**config.mk**
```make
export PLATFORM = sky130hd
export DESIGN_NAME = gpio_ctrl
export DESIGN_NICKNAME = d
export VERILOG_FILES = /design/src/rtl/gpio_pkg.sv /design/src/rtl/gpio_in_sync.sv /design/src/rtl/gpio_ctrl.sv
export SDC_FILE = /design/constraint.sdc
export NUM_CORES = 1
export LEC_CHECK = 0
export BUFFER_PORTS_ARGS = -buffer_cell sky130_fd_sc_hd__buf_2
export CAP_MARGIN = 20
export CORE_ASPECT_RATIO = 1.1
export CORE_MARGIN = 1.5
export CORE_UTILIZATION = 61
export DETAILED_ROUTE_END_ITERATION = 12
export PLACE_DENSITY = 0.95
export SETUP_SLACK_MARGIN = 0.4
export SLEW_MARGIN = 25
export SYNTH_ARGS = -nofsm -noshare
export SYNTH_HDL_FRONTEND = slang
export SYNTH_SLANG_ARGS = --single-unit
export TNS_END_PERCENT = 10
```
**constraint.sdc**
```tcl
create_clock -name clk -period 4.65 [get_ports clk]
set_clock_uncertainty 0.2 [all_clocks]
set_input_delay 0 -clock clk [delete_from_list [all_inputs] [get_ports clk]]
set_output_delay 0 -clock clk [all_outputs]
set_load 0.03 [all_outputs]
```
**src/rtl/gpio_pkg.sv**
```systemverilog
// gpio_pkg: register offsets and bus width shared by the GPIO controller
package gpio_pkg;
  localparam int GPIO_BUS_W = 32;
  localparam logic [5:0] GPIO_OFF_OUT  = 6'h00;
  localparam logic [5:0] GPIO_OFF_DIR  = 6'h04;
  localparam logic [5:0] GPIO_OFF_IN   = 6'h08;
  localparam logic [5:0] GPIO_OFF_SET  = 6'h0C;
  localparam logic [5:0] GPIO_OFF_CLR  = 6'h10;
  localparam logic [5:0] GPIO_OFF_TGL  = 6'h14;
  localparam logic [5:0] GPIO_OFF_IER  = 6'h18;
  localparam logic [5:0] GPIO_OFF_IEF  = 6'h1C;
  localparam logic [5:0] GPIO_OFF_PEND = 6'h20;
endpackage

```
**src/rtl/gpio_in_sync.sv**
```systemverilog
// gpio_in_sync: pin synchronizer chain, prev register and input-only rise/fall detect
module gpio_in_sync #(
  parameter int WIDTH = 16,
  parameter int SYNC_STAGES = 2
) (
  input  logic             clk,
  input  logic             rst_n,
  input  logic [WIDTH-1:0] gpio_i,
  input  logic [WIDTH-1:0] dir,
  output logic [WIDTH-1:0] in_q,
  output logic [WIDTH-1:0] rise,
  output logic [WIDTH-1:0] fall
);
  logic [WIDTH-1:0] sync [SYNC_STAGES];
  logic [WIDTH-1:0] prev;
  always_ff @(posedge clk) begin
    if (!rst_n) begin
      for (int s = 0; s < SYNC_STAGES; s++) sync[s] <= '0;
      prev <= '0;
    end else begin
      sync[0] <= gpio_i;
      for (int s = 1; s < SYNC_STAGES; s++) sync[s] <= sync[s-1];
      prev <= sync[SYNC_STAGES-1];
    end
  end
  assign in_q = sync[SYNC_STAGES-1];
  assign rise = in_q & ~prev & ~dir;
  assign fall = ~in_q & prev & ~dir;
endmodule

```
**src/rtl/gpio_ctrl.sv**
```systemverilog
// gpio_ctrl: memory-mapped GPIO with atomic set/clr/tgl, synced inputs and W1C edge interrupts
module gpio_ctrl
  import gpio_pkg::*;
#(
  parameter int WIDTH = 16,
  parameter int SYNC_STAGES = 2
) (
  input  logic                  clk,
  input  logic                  rst_n,
  input  logic                  bus_sel,
  input  logic                  bus_we,
  input  logic [5:0]            bus_addr,
  input  logic [GPIO_BUS_W-1:0] bus_wdata,
  output logic [GPIO_BUS_W-1:0] bus_rdata,
  input  logic [WIDTH-1:0]      gpio_i,
  output logic [WIDTH-1:0]      gpio_o,
  output logic [WIDTH-1:0]      gpio_oe,
  output logic                  irq
);
  localparam int ARM = SYNC_STAGES + 1;
  localparam int CW = $clog2(ARM + 1);
  logic [WIDTH-1:0] wd, out_r, dir_r, ie_r, ie_f, pend, in_q, rise, fall, out_n, w1c;
  logic [CW-1:0] cnt;
  logic [5:0] a;
  logic wr, rd, armed, unused;
  assign a = {bus_addr[5:2], 2'b00};
  assign wd = bus_wdata[WIDTH-1:0];
  assign wr = bus_sel & bus_we;
  assign rd = bus_sel & ~bus_we;
  assign armed = cnt == CW'(ARM);
  assign unused = ^{bus_addr[1:0], bus_wdata};
  gpio_in_sync #(.WIDTH(WIDTH), .SYNC_STAGES(SYNC_STAGES)) u_sync (
    .clk(clk), .rst_n(rst_n), .gpio_i(gpio_i), .dir(dir_r),
    .in_q(in_q), .rise(rise), .fall(fall)
  );
  always_comb begin
    out_n = !wr ? out_r :
            a == GPIO_OFF_OUT ? wd :
            a == GPIO_OFF_SET ? out_r | wd :
            a == GPIO_OFF_CLR ? out_r & ~wd :
            a == GPIO_OFF_TGL ? out_r ^ wd : out_r;
    w1c = (wr && a == GPIO_OFF_PEND) ? wd : '0;
    bus_rdata = !rd ? '0 :
                a == GPIO_OFF_OUT  ? GPIO_BUS_W'(out_r) :
                a == GPIO_OFF_DIR  ? GPIO_BUS_W'(dir_r) :
                a == GPIO_OFF_IN   ? GPIO_BUS_W'(in_q) :
                a == GPIO_OFF_IER  ? GPIO_BUS_W'(ie_r) :
                a == GPIO_OFF_IEF  ? GPIO_BUS_W'(ie_f) :
                a == GPIO_OFF_PEND ? GPIO_BUS_W'(pend) : '0;
  end
  always_ff @(posedge clk) begin
    if (!rst_n) begin
      out_r <= '0;
      dir_r <= '0;
      ie_r  <= '0;
      ie_f  <= '0;
      pend  <= '0;
      cnt   <= '0;
    end else begin
      out_r <= out_n;
      if (wr && a == GPIO_OFF_DIR) dir_r <= wd;
      if (wr && a == GPIO_OFF_IER) ie_r <= wd;
      if (wr && a == GPIO_OFF_IEF) ie_f <= wd;
      pend <= (pend & ~w1c) | ({WIDTH{armed}} & ((rise & ie_r) | (fall & ie_f)));
      if (!armed) cnt <= cnt + CW'(1);
    end
  end
  assign gpio_o = out_r;
  assign gpio_oe = dir_r;
  assign irq = |pend;
endmodule

```
Word level (Yosys, flattened, before mapping)

Memories as Yosys holds them, arrays and structs flattened.
Cells that the tools add are included.

Bits in writable memories: 32
Register bits: 98
Word-level logic and storage cells: 65
Bits of input ports: 58
Bits in read-only memories: 0
Memories kept: 1
Output and inout bits: 65
Latch bits: 0

Memory list:

| memory      | words | bits a word | rd ports | clocked after memory_dff | write ports | RTL line           | source |
|---|---|---|---|---|---|---|---|
| u_sync.sync | 2     | 16          | 2        | 0                        | 2           | gpio_in_sync.sv:14 | `logic [WIDTH-1:0] sync [SYNC_STAGES];` |

Muxes and demuxes: 16
Bitwise operators: 23
Shifts and indexed selects: 0
$add $sub $neg: 1
Order comparisons: 0
Eq/ne operators: 9
Divide/modulo/power cells: 0
$mul: 0
Reduce and logical (&&, ||, !) cells: 8

Operators with widths:

| cell                  | count |
|---|---|
| $mux W16              | 14 |
| $and A16 B16 Y16      | 9 |
| $not A16 Y16          | 5 |
| $or A16 B16 Y16       | 3 |
| $eq A4 B3 Y1 const B  | 4 |
| $reduce_or A16 Y1     | 1 |
| $xor A16 B16 Y16      | 1 |
| $eq A4 B2 Y1 const B  | 2 |
| $logic_not A6 Y1      | 1 |
| $eq A4 B1 Y1 const B  | 1 |
| $eq A4 B4 Y1 const B  | 1 |
| $logic_and A1 B1 Y1   | 4 |
| $reduce_bool A4 Y1    | 1 |
| $add A2 B1 Y2 const B | 1 |
| $and A1 B1 Y1         | 2 |
| $eq A2 B2 Y1 const B  | 1 |
| $mux W1               | 2 |
| $or A1 B1 Y1          | 2 |
| $reduce_and A2 Y1     | 1 |
| $not A1 Y1            | 1 |

Logic depth before layout (Yosys ltp)

Depth in word-level cells: 8
Mapped depth: 8

Hierarchy

A second synthesis with hierarchy kept.

Cells, all modules: 881
Area total of the unflattened synthesis: 7554.7 um2

Modules (own cells, without submodules):

| module       | sequential area each (um2) | times used | area an instance (um2) | cells each |
|---|---|---|---|---|
| gpio_ctrl    | 1641.6                     | 1          | 5889.4                 | 732 |
| gpio_in_sync | 960.9                      | 1          | 1665.3                 | 149 |

Worst setup path after synthesis

No wires, ideal clock.

Path type: input to output
Start point: input port bus_addr[2]
End point: output port bus_rdata[10]
Data arrival time: 1.590 ns
Path buffers: 4
Stages: 8
Setup slack: 2.860 ns
Required time: 4.450 ns
Path through: buf_2 > or2_1 > buf_2 > nand2b_1 > buf_2 > clkbuf_1 > o21ai_0 > a21oi_1

Cells in the longest elaborated chain, start to end: 8
Elaborated cells between the ends (all ways): 13
Classes of those cells: 5 x eq/ne; 7 x mux; 1 x reduce/logical

RTL lines:

| element      | RTL line        | source |
|---|---|---|
| from (decl)  | gpio_ctrl.sv:12 | `input logic [5:0] bus_addr,` |
| $eq A4 B4 Y1 | gpio_ctrl.sv:49 | `a == GPIO_OFF_PEND ? GPIO_BUS_W'(pend) : '0;` |
| $mux W16     | gpio_ctrl.sv:49 |  |
| $mux W16     | gpio_ctrl.sv:48 | `a == GPIO_OFF_IEF ? GPIO_BUS_W'(ie_f) :` |
| $mux W16     | gpio_ctrl.sv:47 | `a == GPIO_OFF_IER ? GPIO_BUS_W'(ie_r) :` |
| $mux W16     | gpio_ctrl.sv:46 | `a == GPIO_OFF_IN ? GPIO_BUS_W'(in_q) :` |
| $mux W16     | gpio_ctrl.sv:45 | `a == GPIO_OFF_DIR ? GPIO_BUS_W'(dir_r) :` |
| $mux W16 (*) | gpio_ctrl.sv:44 | `a == GPIO_OFF_OUT ? GPIO_BUS_W'(out_r) :` |
| $mux W16 (*) | gpio_ctrl.sv:43 | `bus_rdata = !rd ? '0 :` |
| to (decl)    | gpio_ctrl.sv:14 | `output logic [GPIO_BUS_W-1:0] bus_rdata,` |

Mark *: on every way between the ends. The rest lies on a longest branch, timed or not.

Final worst setup path

Start point: input port bus_addr[2]
End point: output port bus_rdata[2]

Same word-level chain as after synthesis.

==> results.json <==
{
  "status": "finished, violations left",
  "violations": "negative hold slack",
  "synthCells": 865,
  "dr.pass1.iters": 6,
  "final_hold_viol_count": 5,
  "port_buffers": 88,
  "globalplace.congestion": 0.887,
  "ant_nets": 0,
  "cp.arrival_ns": 2.69,
  "synth_most_common_cell": "dfxtp_1",
  "area.sequential_mm2": 0.00260,
  "worst_slack_ns": 1.76,
  "worstMarginPinSlew_ns": 0.969,
  "critPathRequiredTime_ns": 4.45,
  "syn_area_per_cell_um2": 8.32,
  "synth_edf_count": 0,
  "synth.area.top_cells": "dfxtp_1 (36%), o21ai_0 (7.2%), a21oi_1 (6.3%), ha_1 (5.7%), and2_1 (4.0%)",
  "fin_setup_tns_ns": 0,
  "grt_first_pass_wirelength_mm": 34.4,
  "finalCriticalPeriod_ns": 2.89,
  "cts_max_level": 4,
  "power_w": 0.00298,
  "slew_headroom": 0.354,
  "synthToLayoutAreaGrowth_pct": 18.5,
  "hpwlAfterDp_mm": 12.6,
  "grt_max_degree": 64,
  "cts_tree": "yes",
  "vias_per_cell": 6.63,
  "path_class": "in2out",
  "grt_pass1_vias": 7080,
  "cpPeakStageDelay_ns": 0.66,
  "crit_top_cell": "buf_2",
  "grt_antenna_before_repair": 0,
  "clk_path_buf_depth": 2,
  "critPathMaxFanout": 45,
  "synthArstFlopShare": 0,
  "multi_input_area_mm2": 0.00409,
  "hold_path.class": "in2reg",
  "grt_setup_unrepaired": "no",
  "ios": 123,
  "max_cap_violations": 0,
  "drt_iter0_drc": 974,
  "totalWireLength_mm": 21.9,
  "synth-main-ff-cell": "dfxtp_1",
  "fmax_mhz": 346,
  "yosysTopAreaCell": "dfxtp_1",
  "finalMaxSlewViolations": 0,
  "setup.worst_path.start_class": "primary input",
  "vdd_drop_max_v": 0.000231,
  "fin_hold_ws_ns": -0.0268,
  "drc": 0,
  "die_area_mm2": 0.0125,
  "synth_cell_types": 46,
  "synth.top_cell.area_share": 0.361,
  "post_cts_resized": 0,
  "start_util": 0.627,
  "core-area_mm2": 0.0115,
  "num_vias": 7338,
  "timing.final.crit_share": 0.622,
  "fp.dieW_um": 107,
  "cts_made_buffers": 17,
  "overflow": 0,
  "endpoint_kind": "output port",
  "dp_slack_ns": 1.59,
  "clkLatencyLatePin_ns": 0.42,
  "leakage_nw": 3.30,
  "final_nets": 1034,
  "grt_use_total": 0.352,
  "synth-seq-cells": 130,
  "avgRoutedWirePerCell_um": 19.8,
  "critical-path-slowest-cell": "or2_1",
  "cts_sinks": 130,
  "fillers": 788,
  "clk_pin_slew_ns": 0.06,
  "antenna_cells": 0,
  "drive_above_1_share": 0.160,
  "syn-cell-area_mm2": 0.00720,
  "powerDensity_mw_per_mm2": 350,
  "synth_common_cells": "dfxtp_1 (130), o21ai_0 (103), a21oi_1 (90), nand2_1 (55), clkbuf_1 (53)",
  "clock-root-buffer": "clkbuf_16",
  "crit_chain": "buf_2 > or2_1 > nand2b_2 > o21ai_0 > a21oi_1 > buf_2",
  "ys_seq_area_frac": 0.361,
  "setup_violations": 0,
  "num_rows": 41,
  "die_h_um": 117,
  "ys_warn_count": 0
}
==> cells by family (layout without fill, tap and decap cells) <==
| kind of cell | count (synthesis) | in the layout | share of synthesized area |
|---|---|---|---|
| AOI/OAI and AO/OA | 316 | 316 | 0.280 |
| and+or+nand+nor | 240 | 240 | 0.192 |
| DFF | 130 | 130 | 0.361 |
| buffers and inverters | 125 | 201 | 0.0792 |
| adders and majority gates | 33 | 33 | 0.0573 |
| muxes | 17 | 17 | 0.0236 |
| xor gates and xnor gates | 3 | 3 | 0.00574 |
| other | 1 | 16 | 0.000521 |
==> cells in the final DEF (no fill, tap or decap), types with 17 or more instances in the layout <==
master	count
nor4_1	20
nand2_1	55
clkbuf_16	17
ha_1	33
mux2i_1	17
nor2_1	26
and2_1	46
o21ai_0	103
dlygate4sd3_1	33
nand2b_1	18
a211oi_1	18
buf_2	88
dfxtp_1	130
a21oi_1	90
nand3b_1	26
inv_1	35
==> stage by stage <==
stage                      util  std cells  hold WS (ns)  area [um^2]
after floorplan               -        880       -0.0727         7260
after global placement    0.656       1040       0.00753         7530
after detailed placement  0.656       1040       0.00811         7540
after CTS                 0.741       1105        0.0540         8510
after global routing      0.742       1106        0.0153         8530
final                     0.742       1106       -0.0268         8530
==> worst paths after layout <==
kind                                              startpoint                             to  slack, ns  cells after the start
worst max-delay path                             bus_addr[2]                   bus_rdata[2]       1.76                      6
worst min-delay path                                 bus_sel        gpio_oe[2]$_SDFFE_PN0P_      -0.03                      5
worst min register to register  u_sync.sync[0][0]$_SDFF_PN0_  u_sync.sync[0][16]$_SDFF_PN0_       0.23                      1
worst max register to register        gpio_o[0]$_SDFFE_PN0P_         gpio_o[0]$_SDFFE_PN0P_       2.80                      5
==> worst max-delay path: cells and delay by family <==
| family | cells | cell delay, ns |
|---|---|---|
| simple gates | 2 | 1.31 |
| compound gates | 2 | 0.49 |
| buf+inv | 2 | 0.86 |
==> state kept, by name (all words and copies together), names as in the netlist <==
signal       cells
cnt              2
gpio_o          16
gpio_oe         16
ie_f            16
ie_r            16
pend            16
u_sync.prev     16
u_sync.sync     32
==> where the power goes <==
group          total [W]  leakage, nW  switching (W)  internal [W]
clock            0.00146        0.317       0.000487      0.000974
combinational   0.000354         1.92       0.000234      0.000120
sequential       0.00117         1.06      0.0000233       0.00114
total            0.00298         3.30       0.000745       0.00224
==> what timing repair did <==
action | 4_1_cts | 5_1_grt
setup buffers | 0 | 0
hold endpoints to repair | 94 | 0
hold buffers | 33 | 0
==> metal layers <==
metal	up-vias	track usage	part of all wire	routed length, um
met5	-	0	0	0
met3	135	0.0764	0.13	2770
li1	3210	-	-	-
met4	0	0.254	0.049	1070
met1	3334	0.428	0.37	8060
met2	659	0.554	0.46	10000
==> layout make-up <==
| type | count | area share |
|---|---|---|
| Tap cell | 150 | 0.0220 |
| Multi-Input combinational cell | 625 | 0.480 |
| Clock inverter | 11 | 0.0214 |
| Inverter | 36 | 0.0158 |
| Timing Repair Buffer | 133 | 0.102 |
| Clock buffer | 21 | 0.0540 |
| Sequential cell | 130 | 0.305 |
(Power assumes the default switching activity.)
